File: src/rtl/intrapred_mode_decider.sv
// intrapred_mode_decider
//   Streaming intra-prediction mode decision. Accumulates per-mode SAD over
//   one BLK_W x BLK_H block delivered LANES pixels per beat. It then walks
//   the modes one per cycle and keeps the lowest-SAD enabled mode. Ties keep
//   the lowest index. The winner is returned over a valid/ready handshake.
//
// Ports
//   clk, reset          clock, synchronous active-high reset
//   in_valid/in_ready   input beat handshake
//   in_orig             LANES original pixels, lane 0 in LSBs
//   in_pred             NUM_MODES x LANES predicted pixels, mode m at m*LANES*PIX_BITS
//   in_last             producer's end-of-block marker (checked, not obeyed)
//   mode_mask           per-mode enable, sampled on the first beat of a block
//   out_valid/out_ready result handshake
//   out_mode, out_sad   winning mode index and its SAD
//   out_none            no mode was enabled
//   out_err             in_last disagreed with the internal beat count
//
// state   | meaning
// --------+------------------------------------------------------------
// ACCUM   | accepting beats, accumulating SAD for every mode
// SELECT  | scanning mode k = 0..NUM_MODES-1, one per cycle
// OUTPUT  | result presented, waiting for out_ready

module intrapred_mode_decider #(
    parameter int PIX_BITS  = 8,
    parameter int NUM_MODES = 9,
    parameter int BLK_W     = 4,
    parameter int BLK_H     = 4,
    parameter int LANES     = 4,
    localparam int MODE_BITS = (NUM_MODES > 1) ? $clog2(NUM_MODES) : 1,
    localparam int SAD_BITS  = PIX_BITS + $clog2(BLK_W * BLK_H)
) (
    input  logic                                 clk,
    input  logic                                 reset,
    input  logic                                 in_valid,
    output logic                                 in_ready,
    input  logic [LANES*PIX_BITS-1:0]            in_orig,
    input  logic [NUM_MODES*LANES*PIX_BITS-1:0]  in_pred,
    input  logic                                 in_last,
    input  logic [NUM_MODES-1:0]                 mode_mask,
    output logic                                 out_valid,
    input  logic                                 out_ready,
    output logic [MODE_BITS-1:0]                 out_mode,
    output logic [SAD_BITS-1:0]                  out_sad,
    output logic                                 out_none,
    output logic                                 out_err
);

    localparam int PIX_CNT  = BLK_W * BLK_H;
    localparam int BEATS    = PIX_CNT / LANES;
    localparam int CNT_BITS = (BEATS > 1) ? $clog2(BEATS) : 1;

    if ((PIX_CNT % LANES) != 0) begin : g_bad_lanes
        $error("intrapred_mode_decider: BLK_W*BLK_H must be a multiple of LANES");
    end

    typedef enum logic [1:0] {
        ST_ACCUM  = 2'd0,
        ST_SELECT = 2'd1,
        ST_OUTPUT = 2'd2
    } state_t;

    state_t                 state_q, state_d;
    logic [CNT_BITS-1:0]    cnt_q, cnt_d;
    logic [SAD_BITS-1:0]    acc_q [NUM_MODES];
    logic [SAD_BITS-1:0]    acc_d [NUM_MODES];
    logic [SAD_BITS-1:0]    beat_sad [NUM_MODES];
    logic [NUM_MODES-1:0]   mask_q, mask_d;
    logic                   err_q, err_d;
    logic [MODE_BITS-1:0]   sel_q, sel_d;
    logic                   best_valid_q, best_valid_d;
    logic [MODE_BITS-1:0]   best_mode_q, best_mode_d;
    logic [SAD_BITS-1:0]    best_sad_q, best_sad_d;

    logic first_beat;
    logic last_beat;

    // Operands widened by one bit so the subtraction never wraps.
    function automatic logic [PIX_BITS:0] abs_diff(input logic [PIX_BITS-1:0] a,
                                                   input logic [PIX_BITS-1:0] b);
        logic [PIX_BITS:0] ax;
        logic [PIX_BITS:0] bx;
        ax = {1'b0, a};
        bx = {1'b0, b};
        return (ax >= bx) ? (ax - bx) : (bx - ax);
    endfunction

    always_comb begin
        for (int m = 0; m < NUM_MODES; m++) begin
            beat_sad[m] = '0;
            for (int l = 0; l < LANES; l++) begin
                beat_sad[m] = beat_sad[m] + SAD_BITS'(abs_diff(
                    in_orig[l*PIX_BITS +: PIX_BITS],
                    in_pred[(m*LANES + l)*PIX_BITS +: PIX_BITS]));
            end
        end
    end

    assign first_beat = (cnt_q == '0);
    assign last_beat  = (cnt_q == CNT_BITS'(BEATS - 1));

    always_comb begin
        state_d      = state_q;
        cnt_d        = cnt_q;
        acc_d        = acc_q;
        mask_d       = mask_q;
        err_d        = err_q;
        sel_d        = sel_q;
        best_valid_d = best_valid_q;
        best_mode_d  = best_mode_q;
        best_sad_d   = best_sad_q;
        in_ready     = 1'b0;
        out_valid    = 1'b0;
        out_mode     = '0;
        out_sad      = '0;
        out_none     = 1'b0;
        out_err      = 1'b0;

        case (state_q)
            ST_ACCUM: begin
                in_ready = 1'b1;
                if (in_valid) begin
                    // First beat overwrites so no separate clear cycle is needed.
                    for (int m = 0; m < NUM_MODES; m++) begin
                        acc_d[m] = first_beat ? beat_sad[m] : (acc_q[m] + beat_sad[m]);
                    end
                    if (first_beat) begin
                        mask_d = mode_mask;
                    end
                    if (in_last != last_beat) begin
                        err_d = 1'b1;
                    end
                    if (last_beat) begin
                        cnt_d        = '0;
                        sel_d        = '0;
                        best_valid_d = 1'b0;
                        best_mode_d  = '0;
                        best_sad_d   = '1;
                        state_d      = ST_SELECT;
                    end else begin
                        cnt_d = cnt_q + 1'b1;
                    end
                end
            end

            ST_SELECT: begin
                // Strict less-than keeps the earliest (lowest-index) mode on ties.
                if (mask_q[sel_q] && (!best_valid_q || (acc_q[sel_q] < best_sad_q))) begin
                    best_valid_d = 1'b1;
                    best_mode_d  = sel_q;
                    best_sad_d   = acc_q[sel_q];
                end
                if (sel_q == MODE_BITS'(NUM_MODES - 1)) begin
                    state_d = ST_OUTPUT;
                end else begin
                    sel_d = sel_q + 1'b1;
                end
            end

            ST_OUTPUT: begin
                out_valid = 1'b1;
                out_none  = ~best_valid_q;
                out_mode  = best_valid_q ? best_mode_q : '0;
                out_sad   = best_valid_q ? best_sad_q  : '1;
                out_err   = err_q;
                if (out_ready) begin
                    err_d   = 1'b0;
                    state_d = ST_ACCUM;
                end
            end

            default: begin
                state_d = ST_ACCUM;
            end
        endcase
    end

    always_ff @(posedge clk) begin
        if (reset) begin
            state_q      <= ST_ACCUM;
            cnt_q        <= '0;
            for (int m = 0; m < NUM_MODES; m++) begin
                acc_q[m] <= '0;
            end
            mask_q       <= '0;
            err_q        <= 1'b0;
            sel_q        <= '0;
            best_valid_q <= 1'b0;
            best_mode_q  <= '0;
            best_sad_q   <= '0;
        end else begin
            state_q      <= state_d;
            cnt_q        <= cnt_d;
            acc_q        <= acc_d;
            mask_q       <= mask_d;
            err_q        <= err_d;
            sel_q        <= sel_d;
            best_valid_q <= best_valid_d;
            best_mode_q  <= best_mode_d;
            best_sad_q   <= best_sad_d;
        end
    end

endmodule

File: config.mk
export PLATFORM = sky130hd
export DESIGN_NAME = intrapred_mode_decider
export DESIGN_NICKNAME = d
export VERILOG_FILES = /design/src/rtl/intrapred_mode_decider.sv
export SDC_FILE = /design/constraint.sdc
export NUM_CORES = 2
export LEC_CHECK = 0
export CORE_UTILIZATION = 55
export CTS_BUF_LIST = sky130_fd_sc_hd__clkbuf_8
export DETAILED_ROUTE_END_ITERATION = 7
export GPL_ROUTABILITY_DRIVEN = 1
export HOLD_SLACK_MARGIN = 0.06
export PLACE_DENSITY = 0.84
export SYNTH_ARGS = -nofsm -noshare
export SYNTH_HDL_FRONTEND = slang
export SYNTH_SLANG_ARGS = --single-unit
export TNS_END_PERCENT = 10
File: constraint.sdc
create_clock -name clk -period 10.8 [get_ports clk]
set_input_delay 2.7 -clock clk [delete_from_list [all_inputs] [get_ports clk]]
set_output_delay 2.7 -clock clk [all_outputs]
set_load 0.02 [all_outputs]
======== Yosys cells after proc, flatten, opt, wreduce, memory -nomap -nowiden ========
Index checks and enable logic that the tools add are counted.
word-level totals
  output and inout bits ................... 20
  logic and storage cells ................. 275
  bits in registers ....................... 143
operators by class
  bitwise gates (word level) .............. 2
  add/sub/neg operators ................... 110
  reduce and logical (&&, ||, !) cells .... 13
  multiplexer cells ....................... 82
  magnitude comparators ................... 39
  eq/ne operators ......................... 12
operators with widths
  kind                   number
  $sub A8 B8 Y9          72
  $mux W9                36
  $ge A8 B8 Y1           36
  $mux W12               16
  $add A11 B9 Y12        9
  $add A12 B12 Y12       9
  $add A10 B9 Y11        9
  $add A9 B9 Y10         9
  $bmux W12 S4           1
  $mux W4                6
  $pmux W12 S2           1
  $pmux W4 S2            2
  $reduce_and A4 Y1      4
  $ne A2 B2 Y1 const B   7
  $lt A12 B12 Y1         1
  $mux W1                11
  $mux W2                5
  $pmux W2 S3            1
  $ge A5 B5 Y1 const B   1
  $lt A4 B5 Y1 const B   1
  $not A4 Y5             1
  $add A4 B1 Y4 const B  1
  $bmux W1 S4            1
  $eq A2 B2 Y1 const B   2
  13 further kinds       16

======== Depth between registers and ports, before layout ========
  depth in word-level cells ............... 9
  depth in mapped cells ................... 33

======== Least setup slack after synthesis ========
No wires, ideal clock.
  path kind ............................... in2reg
  start point ............................. input in_orig[9]
  end point ............................... register acc_q[23] (netlist bit)
  path slack .............................. 1910 ps
  buffers on the path ..................... 1
  cell stages on the path ................. 29
  arrival ................................. 8764 ps
  path through ............................ inv_1 ha_1 nor2b_1 o21ai_0 a21o_1 a21oi_1 o221ai_1 buf_2 mux2_2 fa_1 inv_1 fa_1 inv_1 ha_1 fa_1 a21o_1 a21oi_1 o21bai_1 a21oi_1 o21bai_1 a21oi_1 xnor2_1 ha_1 nand3_1 nand2_1 a41o_1 o31ai_1 xor2_1 nor2_1
between the ends
  cells in the longest elaborated chain, start to end .. 7
RTL lines
  element                                               RTL line  text
  start: declaration                                    38        input logic [LANES*PIX_BITS-1:0] in_orig,
  $sub A8 B8 Y9 / $ge A8 B8 Y1 (equally long branches)  86        return (ax >= bx) ? (ax - bx) : (bx - ax);
  $mux W9 *                                             86
  $add A9 B9 Y10 *                                      93        beat_sad[m] = beat_sad[m] + SAD_BITS'(abs_diff(
  $add A10 B9 Y11 *                                     93
  $add A11 B9 Y12 *                                     93
  $add A12 B12 Y12                                      126       acc_d[m] = first_beat ? beat_sad[m] : (acc_q[m] + beat_sad[m]);
  $mux W12 *                                            126
  end signal: indexed assignment                        184       acc_q[m] <= '0;
  end signal: assignment                                195       acc_q <= acc_d;
  end: declaration                                      66        logic [SAD_BITS-1:0] acc_q [NUM_MODES];
Every way passes the cells marked *; elsewhere a longest branch is shown, timed or not.
A chain may end at the register's enable or synchronous reset.

======== Worst setup path after layout ========
  start point ............................. input in_orig[1]
  end point ............................... register acc_q[71] (netlist bit)
Same word-level chain as after synthesis.

==> reports/metrics.yaml <==
slowest_stage: "inv_1"
ys_warn_count: 0
power.density_mw_per_mm2: 335
hold_buffers: 0
first_global_vias: 37000
tns_ns: 0
cp-start-kind: "input port"
insertion_delay_ns: 0.46
first_pass_iters: 6
synth_top_area_frac: 0.241
synth-main-ff-cell: "dfxtp_1"
postSynthNetCount: 6586
worst_pin_slew_ns: 1.11
synth_edf_count: 0
wirelength_um: 142000
cts_buffers: 17
hold_path_class: "reg -> reg"
finalWorstSetupSlack_ns: 1.00
die_area_mm2: 0.0764
routedWlPerCell_um: 21.8
slew_headroom: 0.262
cts_buffer_depth: 2
reg2reg_setup_slack_ns: 6.12
fin_nets: 6880
critPathArrivalTime_ns: 10.18
path_clk_slew_ns: 0.09
fp.dieW_um: 276
layout_common_cells: "817 x inv_1, 797 x ha_1, 393 x nor2_1, 375 x a21oi_1, 352 x clkdlybuf4s50_1"
cts_tree: "done"
finClkSkew_ns: 0.0156
status: "finished clean"
h-tree-depth: 4
yosys.area.top_type: "ha_1"
critPathBufInv: 5
final_common_cell: "inv_1"
postSynthCellCount: 5211
final_antenna_net_count: 0
cts_setup_buffers: 0
path_common_cell: "o21ai_0"
vdd_drop_max_v: 0.000295
drive_gt1_frac: 0.0509
crit_path_end_kind: "register"
dpl.hpwl_um: 121000
numClockSinks: 143
grt_max_degree: 94
grt_setup_unrepaired: "no"
synth.area.top_cells: "ha_1 24%, fa_1 12%, inv_1 7.4%"
portBuffers: 353
setup_violations: 0
syn-cell-area_mm2: 0.0414
synth_cell_types: 87
synthArstFlopShare: 0
post-route-period-util: 0.907
grt_use_total: 0.361
area_delta_synth_final_pct: 12.0
coreArea_mm2: 0.0744
max_freq_mhz: 102
max_cap_violations: 0
rows: 100
ios: 354
p_leak_uw: 0.0230
max_stage_delay_ns: 0.63
drc_errors: 0
slew_viol_final: 0
gp_congestion: 1.04
period_minus_slack_ns: 9.80
grt_pass1_wl_um: 214000
crit_fanout: 13
synth_seq_area_share: 0.0691
fp.dieH_um: 276
vias: 38951
cts_resized: 0
overflow: 0
initial_core_util: 0.556
ys_ff_latch: 143
antenna_found_initial: 2
crit_type: "in -> reg"
cts_root_buffer: "clkbuf_8"
drt_iter0_markers: 3337
cp.required_ns: 11.18
syn_area_per_cell_um2: 7.95
cp_top_family: "compound AO/OA/AOI/OAI gates"
place_ws_ns: 0.676
hold_viol_final: 0
viasPerCell: 6.00
## layout make-up
class | instances | area (um2)
well taps | 969 | 1210
clock buffers | 17 | 234
clock inverters | 15 | 124
fillers | 6648 | 28000
diodes | 1 | 2.50
multi-input cells | 4116 | 34900
inverters | 816 | 3060
repair buffers | 411 | 3970
flip-flops and latches | 143 | 2860
## sequential cells by signal, summed over array words and instances, names as in the netlist, 2 cells and up
register,cells
best_sad_q,12
mask_q,9
best_mode_q,4
state_q,2
cnt_q,2
acc_q,108
sel_q,4
## cell usage after synthesis, types with 8 or more instances
cell type / instances
clkbuf_1: 92
and3_1: 14
fa_1: 243
and2_1: 9
o21bai_1: 55
buf_1: 8
nor2b_1: 65
o41ai_1: 20
o2111ai_1: 12
mux2i_1: 177
a31o_2: 24
nor4_1: 8
a21o_1: 181
ha_1: 798
o211ai_1: 58
buf_2: 29
nor3_1: 132
nand2_1: 294
mux2_2: 87
a31oi_1: 42
nand3_1: 31
a21boi_0: 19
o21ai_0: 291
xor2_1: 103
inv_1: 815
or2_2: 14
xnor2_1: 227
a21oi_1: 375
nand2b_1: 35
a221oi_1: 11
a211oi_1: 84
nand4_1: 56
nor2_1: 393
mux4_2: 26
dfxtp_1: 143
o31ai_1: 24
o21a_1: 45
or3_1: 18
a211oi_2: 8
a221o_1: 26
## worst min-delay path: stages (launching register included)
cell     delay [ns]
dfxtp_1        0.32
nand2_1        0.05
a21oi_1        0.05
## through the flow
stage | utilization | hold slack (ns) | power [uW] | area, um2 | cells
after detailed placement | 0.618 | 0.447 | 14700 | 46000 | 6455
after floorplan | - | 0.433 | 11500 | 41400 | 5211
final | 0.623 | 0.460 | 15500 | 46400 | 6488
after global routing | 0.623 | 0.483 | 17100 | 46400 | 6488
after CTS | 0.623 | 0.460 | 15200 | 46400 | 6487
after global placement | 0.618 | 0.439 | 14300 | 46000 | 6455
## routing by layer
layer,GRT usage,vias to the layer above,routed length [um]
li1,-,18512,-
met1,0.507,18362,62500
met2,0.550,1781,59300
met3,0.0548,294,13100
met4,0.148,2,6700
met5,0,-,12
## final timing paths
kind,startpoint,end,cells after the start
max,in_orig[1],acc_q[71],29
min,mask_q[6],mask_q[6],2
max reg2reg,sel_q[0],best_mode_q[0],12
min reg2reg,mask_q[6],mask_q[6],2
## cell families after synthesis
logic type	Yosys count	synth area share
xor+xnor	330	0.0698
simple gates	1089	0.119
compound gates	1364	0.214
fa+ha+maj	1041	0.358
buf+inv	952	0.0881
mux	292	0.0812
flops	143	0.0691
## where the power goes
group | total (uW) | switching, uW | internal [uW]
Combinational | 14300 | 8200 | 6080
Sequential | 855 | 167 | 687
Clock | 405 | 224 | 180
Total | 15500 | 8590 | 6940
Note: power is estimated with default switching activity, not from simulation.
